--- config.mk ---
export PLATFORM = sky130hd
export DESIGN_NAME = triad_uart_arbiter_flat
export DESIGN_NICKNAME = d
export VERILOG_FILES = /design/src/rtl/triad_uart_arbiter_pkg.sv /design/src/rtl/triad_uart_arbiter_if.sv /design/src/rtl/triad_uart_arbiter_rr_picker.sv /design/src/rtl/triad_uart_arbiter.sv /design/src/flat_wrapper.sv
export SDC_FILE = /design/constraint.sdc
export NUM_CORES = 1
export LEC_CHECK = 0
export CORE_AREA = 2 2 208 210
export CTS_CLUSTER_DIAMETER = 30
export CTS_CLUSTER_SIZE = 40
export DETAILED_ROUTE_END_ITERATION = 6
export DIE_AREA = 0 0 210 212
export GPL_ROUTABILITY_DRIVEN = 1
export PLACE_DENSITY = 0.52
export RECOVER_POWER = 100
export SLEW_MARGIN = 20
export SYNTH_ARGS = -nofsm -noshare
export SYNTH_HDL_FRONTEND = slang
export SYNTH_SLANG_ARGS = --single-unit
--- constraint.sdc ---
create_clock -name clk_12MHz -period 3.7 [get_ports clk_12MHz]
set_input_delay 1.11 -clock clk_12MHz [delete_from_list [all_inputs] [get_ports clk_12MHz]]
set_output_delay 1.11 -clock clk_12MHz [all_outputs]
set_load 0.02 [all_outputs]
--- src/rtl/triad_uart_arbiter_pkg.sv ---
// Shared types and constants for the triad-to-UART arbiter.
package vive_pkg;

  typedef enum logic [1:0] {
    IDLE  = 2'd0,
    LATCH = 2'd1,
    SEND  = 2'd2,
    ACK   = 2'd3
  } state_t;

  localparam int PAYLOAD_W      = 102;
  localparam int TRIAD_ID_W     = 2;
  localparam int DROP_W         = 8;
  localparam int TIMEOUT_CYCLES = 24000;  // 2 ms at 12 MHz

endpackage

--- src/rtl/triad_uart_arbiter_if.sv ---
// Bus bundle between the triad managers, the arbiter and the serial transmitter.
interface triad_uart_arbiter_if #(
  parameter int NB_TRIADS = 4,
  parameter int PAYLOAD_W = vive_pkg::PAYLOAD_W
);
  logic [NB_TRIADS-1:0]             data_avl_in;
  logic [NB_TRIADS*PAYLOAD_W-1:0]   sensor_iterations_in;
  logic [NB_TRIADS-1:0]             reset_parser_out;
  logic                             data_availible_out;
  logic [PAYLOAD_W-1:0]             sensor_iterations_out;
  logic [vive_pkg::TRIAD_ID_W-1:0]  triad_id;
  logic                             reset_parser_in;
  logic [vive_pkg::DROP_W-1:0]      drop_count;

  // arbiter side
  modport master (
    input  data_avl_in, sensor_iterations_in, reset_parser_in,
    output reset_parser_out, data_availible_out, sensor_iterations_out,
           triad_id, drop_count
  );

  // triads + UART side
  modport slave (
    output data_avl_in, sensor_iterations_in, reset_parser_in,
    input  reset_parser_out, data_availible_out, sensor_iterations_out,
           triad_id, drop_count
  );
endinterface

--- src/rtl/triad_uart_arbiter_rr_picker.sv ---
// Combinational round-robin search: first set request above last_grant, wrapping.
module rr_picker
  import vive_pkg::*;
#(
  parameter int NB_TRIADS = 4
) (
  input  logic [NB_TRIADS-1:0]  req_s,
  input  logic [TRIAD_ID_W-1:0] last_grant,
  output logic                  any,
  output logic [TRIAD_ID_W-1:0] pick
);
  localparam int SEL_W = (NB_TRIADS > 1) ? $clog2(NB_TRIADS) : 1;

  // Walk candidates from farthest to nearest so the nearest set bit wins.
  always_comb begin
    int idx;
    idx  = 0;
    any  = 1'b0;
    pick = '0;
    for (int k = NB_TRIADS; k >= 1; k--) begin
      idx = (int'(last_grant) + k) % NB_TRIADS;
      if (req_s[idx[SEL_W-1:0]]) begin
        any  = 1'b1;
        pick = TRIAD_ID_W'(idx);
      end
    end
  end
endmodule

--- src/rtl/triad_uart_arbiter.sv ---
// Round-robin arbiter sharing one serial transmitter among the triad managers.
//   state | meaning
//   IDLE  | waiting for a synchronised request
//   LATCH | capturing the granted payload and id
//   SEND  | frame offered to the UART, watchdog running
//   ACK   | acknowledging the granted triad until its request drops
module triad_uart_arbiter #(
  parameter int NB_TRIADS      = 4,
  parameter int PAYLOAD_W      = vive_pkg::PAYLOAD_W,
  parameter int TIMEOUT_CYCLES = vive_pkg::TIMEOUT_CYCLES
) (
  input logic                  clk_12MHz,
  input logic                  rst_n,
  triad_uart_arbiter_if.master bus
);
  import vive_pkg::*;

  localparam int TMR_W = $clog2(TIMEOUT_CYCLES + 1);
  localparam logic [TMR_W-1:0] TMR_LAST = TMR_W'(TIMEOUT_CYCLES - 1);

  state_t                state, state_nx;
  logic [NB_TRIADS-1:0]  req_meta, req_s, grant_vec;
  logic [TRIAD_ID_W-1:0] grant, last_grant, pick;
  logic                  any, req_granted, expired;
  logic [TMR_W-1:0]      timer;
  logic [PAYLOAD_W-1:0]  payload_sel;

  rr_picker #(.NB_TRIADS(NB_TRIADS)) u_picker (
    .req_s      (req_s),
    .last_grant (last_grant),
    .any        (any),
    .pick       (pick)
  );

  assign grant_vec   = NB_TRIADS'(1) << grant;
  assign req_granted = |(req_s & grant_vec);

  // Select the granted triad's slice with constant part-selects only.
  always_comb begin
    payload_sel = '0;
    for (int i = 0; i < NB_TRIADS; i++) begin
      if (grant == TRIAD_ID_W'(i)) payload_sel = bus.sensor_iterations_in[i*PAYLOAD_W +: PAYLOAD_W];
    end
  end

  // Next-state logic; completion takes priority over watchdog expiry.
  always_comb begin
    state_nx = state;
    expired  = 1'b0;
    case (state)
      IDLE:  if (any) state_nx = LATCH;
      LATCH: state_nx = SEND;
      SEND: begin
        if (bus.reset_parser_in) begin
          state_nx = ACK;
        end else if (timer == TMR_LAST) begin
          expired  = 1'b1;
          state_nx = ACK;
        end
      end
      ACK:   if (!req_granted && !bus.reset_parser_in) state_nx = IDLE;
      default: state_nx = IDLE;
    endcase
  end

  // Request synchroniser and state register.
  always_ff @(posedge clk_12MHz or negedge rst_n) begin
    if (!rst_n) begin
      req_meta <= '0;
      req_s    <= '0;
      state    <= IDLE;
    end else begin
      req_meta <= bus.data_avl_in;
      req_s    <= req_meta;
      state    <= state_nx;
    end
  end

  // Grant bookkeeping, payload capture, watchdog and drop counter.
  always_ff @(posedge clk_12MHz or negedge rst_n) begin
    if (!rst_n) begin
      grant                     <= '0;
      last_grant                <= TRIAD_ID_W'(NB_TRIADS - 1);
      timer                     <= '0;
      bus.sensor_iterations_out <= '0;
      bus.triad_id              <= '0;
      bus.drop_count            <= '0;
    end else begin
      if (state == IDLE && any) grant <= pick;
      if (state == LATCH) begin
        bus.sensor_iterations_out <= payload_sel;
        bus.triad_id              <= grant;
        timer                     <= '0;
      end else if (state == SEND) begin
        timer <= timer + TMR_W'(1);
      end
      if (expired && bus.drop_count != '1) bus.drop_count <= bus.drop_count + DROP_W'(1);
      if (state == ACK && state_nx == IDLE) last_grant <= grant;
    end
  end

  // Handshake outputs registered from the next state so they are glitch-free.
  always_ff @(posedge clk_12MHz or negedge rst_n) begin
    if (!rst_n) begin
      bus.data_availible_out <= 1'b0;
      bus.reset_parser_out   <= '0;
    end else begin
      bus.data_availible_out <= (state_nx == SEND);
      bus.reset_parser_out   <= (state_nx == ACK) ? grant_vec : '0;
    end
  end
endmodule

--- src/flat_wrapper.sv ---
// flat-port wrapper written by rule: the top's interface ports become plain ports
module triad_uart_arbiter_flat import vive_pkg::*;
#(
  parameter int NB_TRIADS      = 4,
  parameter int PAYLOAD_W      = vive_pkg::PAYLOAD_W,
  parameter int TIMEOUT_CYCLES = vive_pkg::TIMEOUT_CYCLES
)
  (clk_12MHz, rst_n, bus_data_avl_in, bus_sensor_iterations_in, bus_reset_parser_in, bus_reset_parser_out, bus_data_availible_out, bus_sensor_iterations_out, bus_triad_id, bus_drop_count);
  triad_uart_arbiter_if #(.NB_TRIADS(NB_TRIADS), .PAYLOAD_W(PAYLOAD_W)) bus_i ();
  input logic clk_12MHz;
  input logic rst_n;
  input wire logic [$bits(bus_i.data_avl_in)-1:0] bus_data_avl_in;
  input wire logic [$bits(bus_i.sensor_iterations_in)-1:0] bus_sensor_iterations_in;
  input wire logic [$bits(bus_i.reset_parser_in)-1:0] bus_reset_parser_in;
  output wire logic [$bits(bus_i.reset_parser_out)-1:0] bus_reset_parser_out;
  output wire logic [$bits(bus_i.data_availible_out)-1:0] bus_data_availible_out;
  output wire logic [$bits(bus_i.sensor_iterations_out)-1:0] bus_sensor_iterations_out;
  output wire logic [$bits(bus_i.triad_id)-1:0] bus_triad_id;
  output wire logic [$bits(bus_i.drop_count)-1:0] bus_drop_count;
  assign bus_i.data_avl_in = bus_data_avl_in;
  assign bus_i.sensor_iterations_in = bus_sensor_iterations_in;
  assign bus_i.reset_parser_in = bus_reset_parser_in;
  assign bus_reset_parser_out = bus_i.reset_parser_out;
  assign bus_data_availible_out = bus_i.data_availible_out;
  assign bus_sensor_iterations_out = bus_i.sensor_iterations_out;
  assign bus_triad_id = bus_i.triad_id;
  assign bus_drop_count = bus_i.drop_count;
  triad_uart_arbiter #(.NB_TRIADS(NB_TRIADS), .PAYLOAD_W(PAYLOAD_W), .TIMEOUT_CYCLES(TIMEOUT_CYCLES)) u_core (.clk_12MHz(clk_12MHz), .rst_n(rst_n), .bus(bus_i));
endmodule
==> run_summary.xml <==
<?xml version="1.0" encoding="UTF-8"?>
<metrics>
  <group name="run_status">
    <metric name="run_status" unit="">finished with violations</metric>
    <metric name="violations" unit="">capacitance limit, slew limit</metric>
  </group>
  <group name="sta">
    <metric name="clock.fmax" unit="MHz">353</metric>
    <metric name="layout_min_cycle_time" unit="ns">2.83</metric>
    <metric name="drv_slew" unit="">71</metric>
    <metric name="final.setup.tns" unit="ns">0</metric>
    <metric name="max_slew_headroom" unit="%">-21.0</metric>
    <metric name="finalHoldViolCount" unit="">0</metric>
    <metric name="setup_viol" unit="">0</metric>
    <metric name="grt_setup_unrepaired" unit="">no</metric>
    <metric name="actual_slew_at_the_worst_max_slew_pin" unit="ns">1.81</metric>
    <metric name="worst_clock_skew" unit="ns">0.0104</metric>
    <metric name="timing.final.crit_share" unit="%">76.6</metric>
  </group>
  <group name="drt">
    <metric name="drc" unit="">0</metric>
    <metric name="routed_wire_length_per_instance" unit="microns">19.7</metric>
    <metric name="drt-pass1-iter-count" unit="">4</metric>
    <metric name="total_via_count_in_the_routed_design" unit="">6945</metric>
    <metric name="drt_total_wl" unit="microns">31800</metric>
    <metric name="drt.antenna.violating_nets" unit="">0</metric>
    <metric name="drt_iter0_markers" unit="">262</metric>
    <metric name="vias_per_cell" unit="">4.29</metric>
  </group>
  <group name="clocking">
    <metric name="htree_num_levels" unit="">4</metric>
    <metric name="cts.path.max_buffers" unit="">2</metric>
    <metric name="clkSlewWorstSetupHoldPaths" unit="ns">0.06</metric>
    <metric name="tritoncts.num_buffers" unit="">17</metric>
    <metric name="worstSkewPairLatency" unit="ns">0.44</metric>
    <metric name="cts_setup_buffers" unit="">0</metric>
    <metric name="ctsHoldBuffers" unit="">0</metric>
    <metric name="cts.sink_count" unit="">146</metric>
    <metric name="cts-root-buf" unit="">clkbuf_16</metric>
    <metric name="post_cts_resize_count" unit="">0</metric>
    <metric name="tritoncts" unit="">yes</metric>
  </group>
  <group name="placement">
    <metric name="placed_cell_area" unit="sq um">14300</metric>
    <metric name="globalplace.congestion" unit="">0.876</metric>
    <metric name="numPortBuffers" unit="">531</metric>
    <metric name="dpl.hpwl" unit="microns">25800</metric>
  </group>
  <group name="setup_path">
    <metric name="reg2regPathDepth" unit="">3</metric>
    <metric name="timing.critical_path.to_type" unit="">register</metric>
    <metric name="worstPathRequired" unit="ns">4.02</metric>
    <metric name="timing.critical_path.slowest_stage_cell" unit="">dfrtp_2</metric>
    <metric name="critical_path.max_fanout" unit="">36</metric>
    <metric name="critical-path-max-stage-delay" unit="ns">1.16</metric>
    <metric name="regToRegSetupSlack" unit="ns">0.87</metric>
    <metric name="timing.critical_path.max_delay_family" unit="">flip-flops</metric>
    <metric name="critical_path_class" unit="">reg2reg</metric>
    <metric name="cp_cell_sequence" unit="">clkbuf_1, mux4_2, mux2_2</metric>
    <metric name="critical_path.startpoint_type" unit="">register</metric>
    <metric name="worst_ep_arrival_time" unit="ns">3.15</metric>
    <metric name="crit-reg2reg-capture" unit="">u_core.bus.sensor_iterations_out[41]$_DFFE_PN0P_</metric>
    <metric name="critical_path.reg2reg.startpoint" unit="">u_core.grant[0]$_DFFE_PN0P_</metric>
    <metric name="cp.buffers_inverters" unit="">1</metric>
  </group>
  <group name="global_route">
    <metric name="grt_max_degree" unit="">71</metric>
    <metric name="antenna_found_initial" unit="">5</metric>
    <metric name="grt_pass1_vias" unit="">7850</metric>
    <metric name="global_route.usage.total" unit="%">14.4</metric>
    <metric name="grt_pass1_wl" unit="microns">47500</metric>
    <metric name="grt_remaining_overflow" unit="">0</metric>
  </group>
  <group name="finish">
    <metric name="drive_above_1_share" unit="%">24.1</metric>
    <metric name="layout.filler_cells" unit="">4189</metric>
    <metric name="design_area" unit="sq um">14800</metric>
    <metric name="final_nets" unit="">1479</metric>
    <metric name="syn2layout_area_growth" unit="%">79.5</metric>
  </group>
  <group name="hold_path">
    <metric name="worst_hold_path_type" unit="">reg2reg</metric>
    <metric name="holdPathStages" unit="">0</metric>
    <metric name="min_from" unit="">u_core.req_meta[0]$_DFF_PN0_</metric>
    <metric name="timing.hold.worst_endpoint" unit="">u_core.req_s[0]$_DFF_PN0_</metric>
  </group>
  <group name="synthesis">
    <metric name="mappedNetlistNets" unit="">956</metric>
    <metric name="post_synthesis_instance_area" unit="sq um">8260</metric>
    <metric name="synth_cells" unit="">534</metric>
    <metric name="post_synthesis_register_bit_count" unit="">146</metric>
    <metric name="yosysWarningCount" unit="">0</metric>
    <metric name="synthArstFlopShare" unit="%">100</metric>
    <metric name="yosys_most_used_dff" unit="">dfrtp_1</metric>
    <metric name="synth_enable_flop_cells" unit="">0</metric>
    <metric name="average_cell_area_after_synthesis" unit="sq um">15.5</metric>
    <metric name="number_of_distinct_library_cells_after_synthesis" unit="">46</metric>
    <metric name="synth_seq_area_share" unit="%">44.3</metric>
  </group>
  <group name="power">
    <metric name="total_leakage_power" unit="nW">5.68</metric>
    <metric name="peakVddDrop" unit="V">0.000310</metric>
    <metric name="p_int" unit="mW">6.64</metric>
    <metric name="power_density" unit="nW/um^2">706</metric>
    <metric name="net_switching_fraction_of_the_power" unit="%">36.6</metric>
    <metric name="power_frac_clock" unit="%">17.7</metric>
    <metric name="power_frac_seq" unit="%">27.6</metric>
    <metric name="total_switching_power" unit="mW">3.83</metric>
    <metric name="share_of_total_power_in_combinational_logic" unit="%">54.6</metric>
  </group>
  <group name="floorplan">
    <metric name="fp.dieW" unit="microns">210</metric>
    <metric name="floorplan.die_area" unit="sq um">44500</metric>
    <metric name="io-pin-count" unit="">532</metric>
    <metric name="floorplan.initialDensity" unit="%">19.4</metric>
    <metric name="number_of_placement_rows" unit="">76</metric>
    <metric name="dieHeight" unit="microns">212</metric>
    <metric name="placeableCoreArea" unit="sq um">42500</metric>
  </group>
  <group name="flow_run">
    <metric name="timing.max_cap.violations" unit="">1</metric>
  </group>
</metrics>
[area by class of cell]
| class | count | area, sq um | share of cell area [%] |
|---|---|---|---|
| Antenna cell | 1 | 2.50 | 0.0169 |
| Clock buffer | 23 | 468 | 3.16 |
| Clock inverter | 9 | 155 | 1.05 |
| Inverter | 10 | 37.5 | 0.253 |
| Multi-Input combinational cell | 339 | 4370 | 29.5 |
| Sequential cell | 146 | 3660 | 24.7 |
| Tap cell | 546 | 683 | 4.61 |
| Timing Repair Buffer | 543 | 5450 | 36.7 |
[cell usage after synthesis (2+ instances only)]
master	n	share of area [%]
nor2_1	13	0.59
nand3b_1	2	0.18
nor3b_2	2	0.30
nor2b_1	3	0.23
mux4_2	102	28
and3_1	4	0.30
nand3_1	9	0.55
nand2b_1	2	0.15
nand2_1	15	0.68
buf_2	11	0.67
nor3_1	3	0.18
a31oi_1	2	0.15
o22ai_1	6	0.45
or3_1	2	0.15
o221ai_1	2	0.21
inv_1	10	0.45
dfstp_2	2	0.64
ha_1	7	1.1
clkbuf_1	23	1.0
xor2_1	6	0.64
nor3b_1	3	0.27
and2_1	2	0.15
o21ai_0	4	0.24
mux2i_1	3	0.36
a21oi_1	6	0.36
a211oi_1	2	0.18
nand4_1	7	0.53
mux2_2	108	15
buf_1	4	0.18
nor4_1	2	0.15
xnor2_1	8	0.85
mux2_4	2	0.36
dfrtp_1	144	44
[cell usage in the layout, fill, tap and decap left out, drive strengths merged, types with 3 or more instances in the layout]
master | netlist | layout
nand4 | 7 | 7
inv | 10 | 10
clkinv | 0 | 4
a21oi | 6 | 6
o22ai | 6 | 6
mux2 | 110 | 110
nor3 | 3 | 3
nor3b | 5 | 5
clkbuf | 23 | 26
nor4 | 3 | 3
mux4 | 102 | 102
clkdlybuf4s50 | 0 | 408
mux2i | 3 | 3
nand3 | 9 | 9
ha | 7 | 7
xor2 | 6 | 6
bufinv | 0 | 4
o21ai | 5 | 5
and3 | 5 | 5
nand2 | 15 | 15
dlygate4sd3 | 0 | 122
nor2b | 3 | 3
buf | 16 | 10
dfrtp | 144 | 144
nor2 | 13 | 13
xnor2 | 8 | 8
[worst register-to-register path, delay by kind of cell, from the launching register on]
kind     cells  cell delay (ns)
mux          2             0.87
buf+inv      1             0.69
flops        1             1.16
[sequential cells by signal (all words and copies together) (netlist names)]
signal	count
u_core.bus.drop_count	8
u_core.bus.sensor_iterations_out	102
u_core.req_meta	4
u_core.grant	2
u_core.timer	15
u_core.state	2
u_core.req_s	4
u_core.bus.reset_parser_out	4
u_core.last_grant	2
u_core.bus.triad_id	2
u_core.bus.data_availible_out	1
[logic make-up after synthesis]
kind of cell / after synthesis / share of synthesized area (%)
AOI/OAI and AO/OA: 28 / 2.18
buffers and inverters: 49 / 2.49
adders and majority gates: 7 / 1.06
xor gates and xnor gates: 14 / 1.49
and+or+nand+nor: 75 / 5.23
DFF: 146 / 44.3
muxes: 215 / 43.3
[through the flow]
step	util [%]	cells	power, mW	hold slack [ns]	setup WS, ns
after floorplan	-	534	6.35	0.331	1.50
final	34.9	1617	10.5	0.343	0.866
after global routing	34.9	1616	11.2	0.364	0.543
after detailed placement	33.6	1584	9.02	0.335	0.825
after CTS	35.0	1616	11.0	0.347	1.01
after global placement	33.6	1584	9.01	0.333	0.879
[power groups by stage]
stage	registers, mW	logic [mW]	clock network, mW
2_1_floorplan	3.42	2.93	0
3_3_place_gp	2.96	6.05	0
3_5_place_dp	2.97	6.05	0
4_1_cts	2.96	6.07	1.93
5_1_grt	3.02	6.13	2.01
6_report	2.89	5.72	1.86
[layer usage]
metal  vias up  GRT usage [%]  routed length (microns)
li1       3163              -                        -
met1      3437           16.2                    12200
met2       309           25.5                    16200
met3        30           5.69                     2940
met4         6           4.04                      495
met5         -              0                       41
[worst max path at each step]
stage,startpoint,endpoint,slack (ns),depth (start not counted)
after floorplan,bus_reset_parser_in,u_core.last_grant[0]$_DFFE_PN1P_,1.50,4
after global placement,bus_reset_parser_in,u_core.last_grant[1]$_DFFE_PN1P_,0.88,6
after detailed placement,bus_reset_parser_in,u_core.bus.reset_parser_out[0]$_DFF_PN0_,0.82,6
after CTS,u_core.bus.sensor_iterations_out[71]$_DFFE_PN0P_,bus_sensor_iterations_out[71],1.01,1
after global routing,u_core.grant[0]$_DFFE_PN0P_,u_core.bus.sensor_iterations_out[42]$_DFFE_PN0P_,0.54,3
final,u_core.grant[0]$_DFFE_PN0P_,u_core.bus.sensor_iterations_out[41]$_DFFE_PN0P_,0.87,3
No activity file was read; power rests on OpenSTA's default activity.
